$ cat src/rtl/uart_tx_drain.sv
// UART transmitter that drains an upstream show-ahead FIFO, one frame per entry.
// Define UART_TX_PARITY_EN to append an even-parity bit after the data bits.
//
// state   | meaning
// --------+------------------------------------------------------------
// S_IDLE  | line high; pops the FIFO head as soon as it is non-empty
// S_START | start bit (tx low) for CLKS_PER_BIT cycles
// S_DATA  | DATA_WIDTH payload bits, LSB first
// S_PARITY| even parity of the latched word (UART_TX_PARITY_EN only)
// S_STOP  | stop bit (tx high), then back to S_IDLE
module uart_tx_drain #(
   parameter int CLKS_PER_BIT = 217,
   parameter int DATA_WIDTH   = 8
) (
   input  logic                  clk,
   input  logic                  resetn,
   input  logic [DATA_WIDTH-1:0] fifo_dout,
   input  logic                  fifo_empty,
   output logic                  fifo_pop,
   output logic                  tx,
   output logic                  busy
);

   localparam int CW = $clog2(CLKS_PER_BIT);
   localparam int BW = (DATA_WIDTH > 1) ? $clog2(DATA_WIDTH) : 1;
   localparam logic [CW-1:0] CNT_LAST = CW'(CLKS_PER_BIT - 1);
   localparam logic [BW-1:0] BIT_LAST = BW'(DATA_WIDTH - 1);

   typedef enum logic [2:0] {
      S_IDLE,
      S_START,
      S_DATA,
`ifdef UART_TX_PARITY_EN
      S_PARITY,
`endif
      S_STOP
   } state_t;

   state_t                state_q;
   logic [CW-1:0]         cnt_q;
   logic [BW-1:0]         bit_q;
   logic [DATA_WIDTH-1:0] shift_q;
   logic                  tx_q;
   logic                  busy_q;
`ifdef UART_TX_PARITY_EN
   logic                  parity_q;
`endif

   logic bit_end;
   assign bit_end = (cnt_q == CNT_LAST);

   // Pop is combinational so the head word is captured on the same edge it is
   // released; gating with resetn keeps the strobe low while held in reset.
   assign fifo_pop = resetn & (state_q == S_IDLE) & ~fifo_empty;
   assign tx       = tx_q;
   assign busy     = busy_q;

   always_ff @(posedge clk or negedge resetn) begin
      if (!resetn) begin
         state_q  <= S_IDLE;
         cnt_q    <= '0;
         bit_q    <= '0;
         shift_q  <= '0;
         tx_q     <= 1'b1;
         busy_q   <= 1'b0;
`ifdef UART_TX_PARITY_EN
         parity_q <= 1'b0;
`endif
      end else begin
         case (state_q)
            S_IDLE: begin
               cnt_q <= '0;
               bit_q <= '0;
               if (!fifo_empty) begin
                  shift_q  <= fifo_dout;
`ifdef UART_TX_PARITY_EN
                  parity_q <= ^fifo_dout;
`endif
                  tx_q     <= 1'b0;
                  busy_q   <= 1'b1;
                  state_q  <= S_START;
               end
            end

            S_START: begin
               if (bit_end) begin
                  cnt_q   <= '0;
                  bit_q   <= '0;
                  tx_q    <= shift_q[0];
                  shift_q <= shift_q >> 1;
                  state_q <= S_DATA;
               end else begin
                  cnt_q <= cnt_q + CW'(1);
               end
            end

            S_DATA: begin
               if (bit_end) begin
                  cnt_q <= '0;
                  if (bit_q == BIT_LAST) begin
                     bit_q   <= '0;
`ifdef UART_TX_PARITY_EN
                     tx_q    <= parity_q;
                     state_q <= S_PARITY;
`else
                     tx_q    <= 1'b1;
                     state_q <= S_STOP;
`endif
                  end else begin
                     bit_q   <= bit_q + BW'(1);
                     tx_q    <= shift_q[0];
                     shift_q <= shift_q >> 1;
                  end
               end else begin
                  cnt_q <= cnt_q + CW'(1);
               end
            end

`ifdef UART_TX_PARITY_EN
            S_PARITY: begin
               if (bit_end) begin
                  cnt_q   <= '0;
                  tx_q    <= 1'b1;
                  state_q <= S_STOP;
               end else begin
                  cnt_q <= cnt_q + CW'(1);
               end
            end
`endif

            S_STOP: begin
               if (bit_end) begin
                  cnt_q   <= '0;
                  busy_q  <= 1'b0;
                  state_q <= S_IDLE;
               end else begin
                  cnt_q <= cnt_q + CW'(1);
               end
            end

            default: begin
               state_q <= S_IDLE;
               cnt_q   <= '0;
               bit_q   <= '0;
               tx_q    <= 1'b1;
               busy_q  <= 1'b0;
            end
         endcase
      end
   end

endmodule
$ cat config.mk
export PLATFORM = sky130hd
export DESIGN_NAME = uart_tx_drain
export DESIGN_NICKNAME = d
export VERILOG_FILES = /design/src/rtl/uart_tx_drain.sv
export SDC_FILE = /design/constraint.sdc
export NUM_CORES = 1
export LEC_CHECK = 0
export ABC_CLOCK_PERIOD_IN_PS = 2100
export CAP_MARGIN = 5
export CORE_MARGIN = 8
export CORE_UTILIZATION = 30
export CTS_CLUSTER_SIZE = 12
export DETAILED_ROUTE_END_ITERATION = 16
export GPL_TIMING_DRIVEN = 0
export SLEW_MARGIN = 20
export SYNTH_ARGS = -nofsm -noshare
export SYNTH_HDL_FRONTEND = slang
export SYNTH_SLANG_ARGS = --single-unit
$ cat constraint.sdc
create_clock -name clk -period 2.1 [get_ports clk]
set_input_delay 0.42 -clock clk [delete_from_list [all_inputs] [get_ports clk]]
set_output_delay 0.42 -clock clk [all_outputs]
set_load 0.01 [all_outputs]
# Word level (Yosys, flattened, before mapping)
# Index checks and enable logic that the tools add are counted.
dict set report classes {
  addsub 2
  n_mul 0
  div 0
  n_lt_le_gt_ge 0
  eq_ne 11
  shifts 0
  mux 24
  bitwise 5
  reduce_logical 9
}
# op count
set op_table {}
lappend op_table {{$mux 8} 6}
lappend op_table {{$pmux 8 s3} 1}
lappend op_table {{$mux 3} 7}
lappend op_table {{$ne 2x2->1 const B} 6}
lappend op_table {{$pmux 3 s4} 1}
lappend op_table {{$reduce_and 5->1} 2}
lappend op_table {{$pmux 3 s3} 1}
lappend op_table {{$add 8x1->8 const B} 1}
lappend op_table {{$eq 8x8->1 const B} 1}
lappend op_table {{$eq 3x2->1 const B} 2}
lappend op_table {{$mux 1} 6}
lappend op_table {{$reduce_and 3->1} 2}
lappend op_table {{$pmux 1 s4} 1}
lappend op_table {{$reduce_and 4->1} 1}
lappend op_table {{$add 3x1->3 const B} 1}
lappend op_table {{$eq 3x1->1 const B} 1}
lappend op_table {{$eq 3x3->1 const B} 1}
lappend op_table {{$logic_not 3->1} 1}
lappend op_table {{$not 1->1} 3}
lappend op_table {{$pmux 1 s3} 1}
lappend op_table {{$reduce_bool 3->1} 1}
lappend op_table {{$reduce_or 3->1} 1}
lappend op_table {{$and 1x1->1} 2}
lappend op_table {{$reduce_or 2->1} 1}
dict set report word_totals {
  reg_bits 24
  latch_bits 0
  ram_bits 0
  mem_bits_ro 0
  in_bits 11
  mem_count 0
}

# Depth between registers and ports, before layout
dict set report depth {
  depth_word 4
  depth_mapped 7
  mapped_depth_nobuf 6
}

# Worst setup path after synthesis
# No wires, ideal clock.
dict set report synth_path {
  kind {register to register}
  startpoint {register state_q[0]}
  endpoint {register shift_q[0]}
  arrival_ns 1.666
  slack_ns 0.310
  stages_incl_launch_ff 7
  synth_period_minus_slack_ns 1.790
  path_cell_list {dfrtp_1 inv_1 ha_1 clkbuf_1 nor2_1 o211ai_4 mux2_2}
}
dict set report synth_via {
  elab_chain_cells 3
}
# element line
set synth_lines {}
lappend synth_lines {{start, declared} 39} ;# state_t state_q;
lappend synth_lines {{start signal, assigned} 60} ;# state_q <= S_IDLE;
lappend synth_lines {{start signal, assigned} 81} ;# state_q <= S_START;
lappend synth_lines {{start signal, assigned} 91} ;# state_q <= S_DATA;
lappend synth_lines {{$eq 3x2->1 (tied with other cells)} 70} ;# case (state_q)
lappend synth_lines {{$ne 2x2->1 (no source line) or $reduce_bool 3->1 (tied branches)} n/a}
lappend synth_lines {{$reduce_and 5->1 (no source line)} n/a}
lappend synth_lines {{end signal, assigned} 75} ;# shift_q <= fifo_dout;
lappend synth_lines {{end signal, assigned} 90} ;# shift_q <= shift_q >> 1;
lappend synth_lines {{end signal, assigned} 112} ;# shift_q <= shift_q >> 1;
lappend synth_lines {{end, declared} 42} ;# logic [DATA_WIDTH-1:0] shift_q;
# Parallel ways exist; a longest one is shown, timed or not.
# A chain may end at the register's enable or synchronous reset.

# Worst setup path after layout
dict set report layout_path {
  startpoint {register state_q[1]}
  endpoint {output fifo_pop}
}
dict set report layout_via {
  elab_chain_cells 3
}
# element line
set layout_lines {}
lappend layout_lines {{$logic_not 3->1} 54} ;# assign fifo_pop = resetn & (state_q == S_IDLE) & ~fifo_empty;
lappend layout_lines {{$and 1x1->1 (2 in series)} 54}
lappend layout_lines {{end, declared} 19} ;# output logic fifo_pop,
# Every way passes these cells.

==> results.py <==
metrics = {
    "critical_path": {
        "path_class": "register to primary output",
        "slowest_delay_ns": 0.43,
        "cp_slowest_cell": "dfrtp_1",
        "crit_required_ns": 1.68,
        "crit_fanout": 5,
        "cp-end-kind": "primary output",
        "crit_chain": "inv_1, ha_2, and3b_1, dlygate4sd2_1",
        "worstPathArrival_ns": 1.48,
        "cp-start-kind": "register",
    },
    "power": {
        "switching_share_pct": 20.21,
        "power_frac_comb_pct": 3.6,
        "p_seq_share_pct": 59.5,
        "intPower_w": 0.0005935,
        "ir_drop_uv": 292.1,
        "p_switching_w": 0.0001503,
        "pwr-share-clk_pct": 36.9,
        "power-per-cell-area_nw_per_um2": 486.1,
        "leakage_nw": 0.7146,
    },
    "synthesis": {
        "avgSynthCellArea_sq_um": 10.93,
        "synthAdderAreaFrac_pct": 9.615,
        "yosysSeqAreaShare_pct": 44.33,
        "async_flop_share_pct": 100.0,
        "synth_edf_count": 0,
        "synth-main-ff-cell": "dfrtp_1",
        "synth_xor_area_share_pct": 4.038,
        "synth-simple-area-share_pct": 13.37,
        "synth_fp_nets": 140,
        "ys.warnings.count": 0,
        "syn_inst": 119,
        "synth-seq-cells": 23,
        "ys_types": 27,
        "synth_compound_area_share_pct": 8.558,
        "synth_top_family_by_area": "multiplexers",
        "synth_area_sq_um": 1301,
        "synthMuxAreaShare_pct": 15.48,
    },
    "timing": {
        "fin_crit_sh_pct": 90.61,
        "hold_viol": 0,
        "rsz0062_at_grt": "false",
        "worstMarginPinSlew_ns": 0.5158,
        "fin_crit_ns": 1.903,
        "finalSetupTns_ns": 0,
        "fin_skew_ns": 0.005066,
        "slew_headroom_pct": 65.61,
        "finalSetupViolations": 0,
        "max_freq_mhz": 525.6,
        "slew_viol_final": 0,
    },
    "die": {
        "ios": 14,
        "core_area_sq_um": 4264,
        "dieArea_sq_um": 6701,
        "rows": 24,
        "fp.dieW_um": 81.86,
        "initial_core_util_pct": 30.52,
        "dieHeight_um": 81.86,
    },
    "place": {
        "routabilityCongestion": 0.7778,
        "dpl.hpwl_um": 1830,
        "io_buffers": 13,
        "dpl-instance-area_sq_um": 1496,
        "placed_cells": 184,
    },
    "clocking": {
        "root_buffer": "clkbuf_8",
        "htreeDepth": 1,
        "cts_setup_buffers": 0,
        "worst_skew_pair.late_latency_ns": 0.26,
        "cts.path.max_buffers": 2,
        "hold_buffers": 0,
        "cts.clk_slew.worst_paths_ns": 0.08,
        "cts_tree": "done",
        "numClockSinks": 23,
        "cts_resized": 8,
        "cts_buffers": 3,
    },
    "layout": {
        "final_layout_size_suffix_gt1_share_pct": 20.15,
        "n_antenna_cell": 0,
        "fillers": 439,
        "final_cells": 186,
        "area_growth_pct": 17.60,
        "multiInputGateArea_sq_um": 666.9,
        "seq_area_sq_um": 576.8,
        "final_net_count": 156,
        "post-route-util_pct": 35.89,
        "finalInstanceArea_sq_um": 1530,
    },
    "hold_path": {
        "hold_class": "primary input to asynchronous set/reset pin",
    },
    "grt": {
        "antenna_found_initial": 0,
        "grt_max_degree": 25,
        "grt_pass1_vias": 1014,
        "grt_overflow": 0,
        "grt_pass1_wl_um": 4298,
        "grt_usage_pct": 8.134,
    },
    "routing": {
        "drt_first_pass_iters": 4,
        "drcViolationCount": 0,
        "drt_iter0_markers": 19,
        "viasPerCell": 4.828,
        "wl_per_cell_um": 12.84,
        "antenna_left": 0,
        "vias": 898,
        "routed_wirelength_um": 2389,
    },
    "flow_run": {
        "drv_cap": 0,
    },
    "outcome": {
        "outcome": "finished clean",
    },
}
[worst max-delay path: cells and delay by family, from the launching register on]
family / cells / cell delay (ns)
buffers and inverters: 2 / 0.39
AND/OR/NAND/NOR: 1 / 0.17
flip-flops: 1 / 0.43
adder cells (fa/ha/maj): 1 / 0.23
[cells in the mapped netlist, types with 2 or more instances]
master     n  area (sq um)
o221ai_1   4         35.03
mux2_2    17         191.4
and4b_1    2         20.02
ha_1      10         125.1
inv_1     10         37.54
nand3_1    6         30.03
clkbuf_1   3         11.26
dfrtp_1   22         550.5
o21bai_1   2         15.01
xor2_1     3         26.28
nand2_1    6         22.52
a21oi_1    3         15.01
nor3_1     3         15.01
nor2_1    13         48.80
xnor2_1    3         26.28
[through the flow]
step / hold WS, ns / power (W) / setup WS, ns
final: 0.1176 / 0.0007439 / 0.1973
after global routing: 0.1731 / 0.0007808 / 0.04827
after CTS: 0.1440 / 0.0007581 / 0.07877
after detailed placement: 0.4832 / 0.0004804 / -0.8917
after global placement: 0.4786 / 0.0004796 / -0.8278
after floorplan: 0.1244 / 0.0004520 / 0.3098
[area by class of cell]
cell class | instances | area share, %
inverters | 10 | 2.453
plain buffers | 2 | 0.9812
multi-input cells | 82 | 43.58
well taps | 52 | 4.252
clock buffers | 4 | 2.944
flip-flops and latches | 23 | 37.69
repair buffers | 13 | 8.095
[cells by family after synthesis]
family / Yosys count
AND/OR/NAND/NOR: 35
flip-flops: 23
multiplexers: 18
buffers and inverters: 14
XOR/XNOR: 6
adder cells (fa/ha/maj): 10
AO/OA/AOI/OAI: 13
[power groups by stage]
stage / Clock [W] / Sequential [W] / Combinational, W
finish: 0.000275 / 0.000442 / 0.0000266
global route: 0.000308 / 0.000443 / 0.0000304
CTS: 0.000287 / 0.000443 / 0.0000281
detailed placement: 0 / 0.000451 / 0.0000291
global placement: 0 / 0.000451 / 0.0000283
floorplan: 0 / 0.000451 / 0.000000617
[sequential cells by signal (all words and copies together), names as in the netlist]
name	flops
shift_q	8
busy	1
cnt_q	8
tx	1
bit_q	3
state_q	2
[per-layer routing]
| metal | GRT usage, % | vias to the layer above | routed length [um] |
|---|---|---|---|
| li1 | - | 443 | - |
| met1 | 9.061 | 437 | 1053 |
| met2 | 14.29 | 14 | 1242 |
| met3 | 1.751 | 4 | 54 |
| met4 | 4.035 | 0 | 40 |
| met5 | 0 | - | 0 |
[cell usage in the layout, fill, tap and decap left out, drive strengths merged]
cell,netlist,final
a211oi,1,1
a21oi,3,3
and3,1,1
and3b,1,1
and4b,2,2
buf,1,2
clkbuf,3,5
clkdlybuf4s50,0,11
dfrtp,22,22
dfstp,1,1
dlygate4sd2,0,1
ha,10,10
inv,10,10
mux2,17,17
mux2i,1,1
nand2,6,6
nand2b,1,1
nand3,6,6
nand4b,1,1
nor2,13,13
nor2b,1,1
nor3,3,3
o211ai,2,2
o21bai,2,2
o221ai,4,4
o32a,1,1
xnor2,3,3
xor2,3,3
[worst paths after layout]
check | startpoint | end | slack, ns | depth (start not counted)
worst max-delay path | state_q[1]$_DFFE_PN0P_ | fifo_pop | 0.20 | 4
worst min-delay path | resetn | shift_q[6]$_DFFE_PN0P_ | 0.12 | 1
worst max register to register | state_q[0]$_DFFE_PN0P_ | shift_q[0]$_DFFE_PN0P_ | 0.23 | 5
worst min register to register | cnt_q[0]$_DFF_PN0_ | cnt_q[0]$_DFF_PN0_ | 0.49 | 1
max in group asynchronous | resetn | tx$_DFFE_PN1P_ | 1.61 | 1
min in group clk | cnt_q[0]$_DFF_PN0_ | cnt_q[0]$_DFF_PN0_ | 0.49 | 1
No activity file was read; power rests on OpenSTA's default activity.
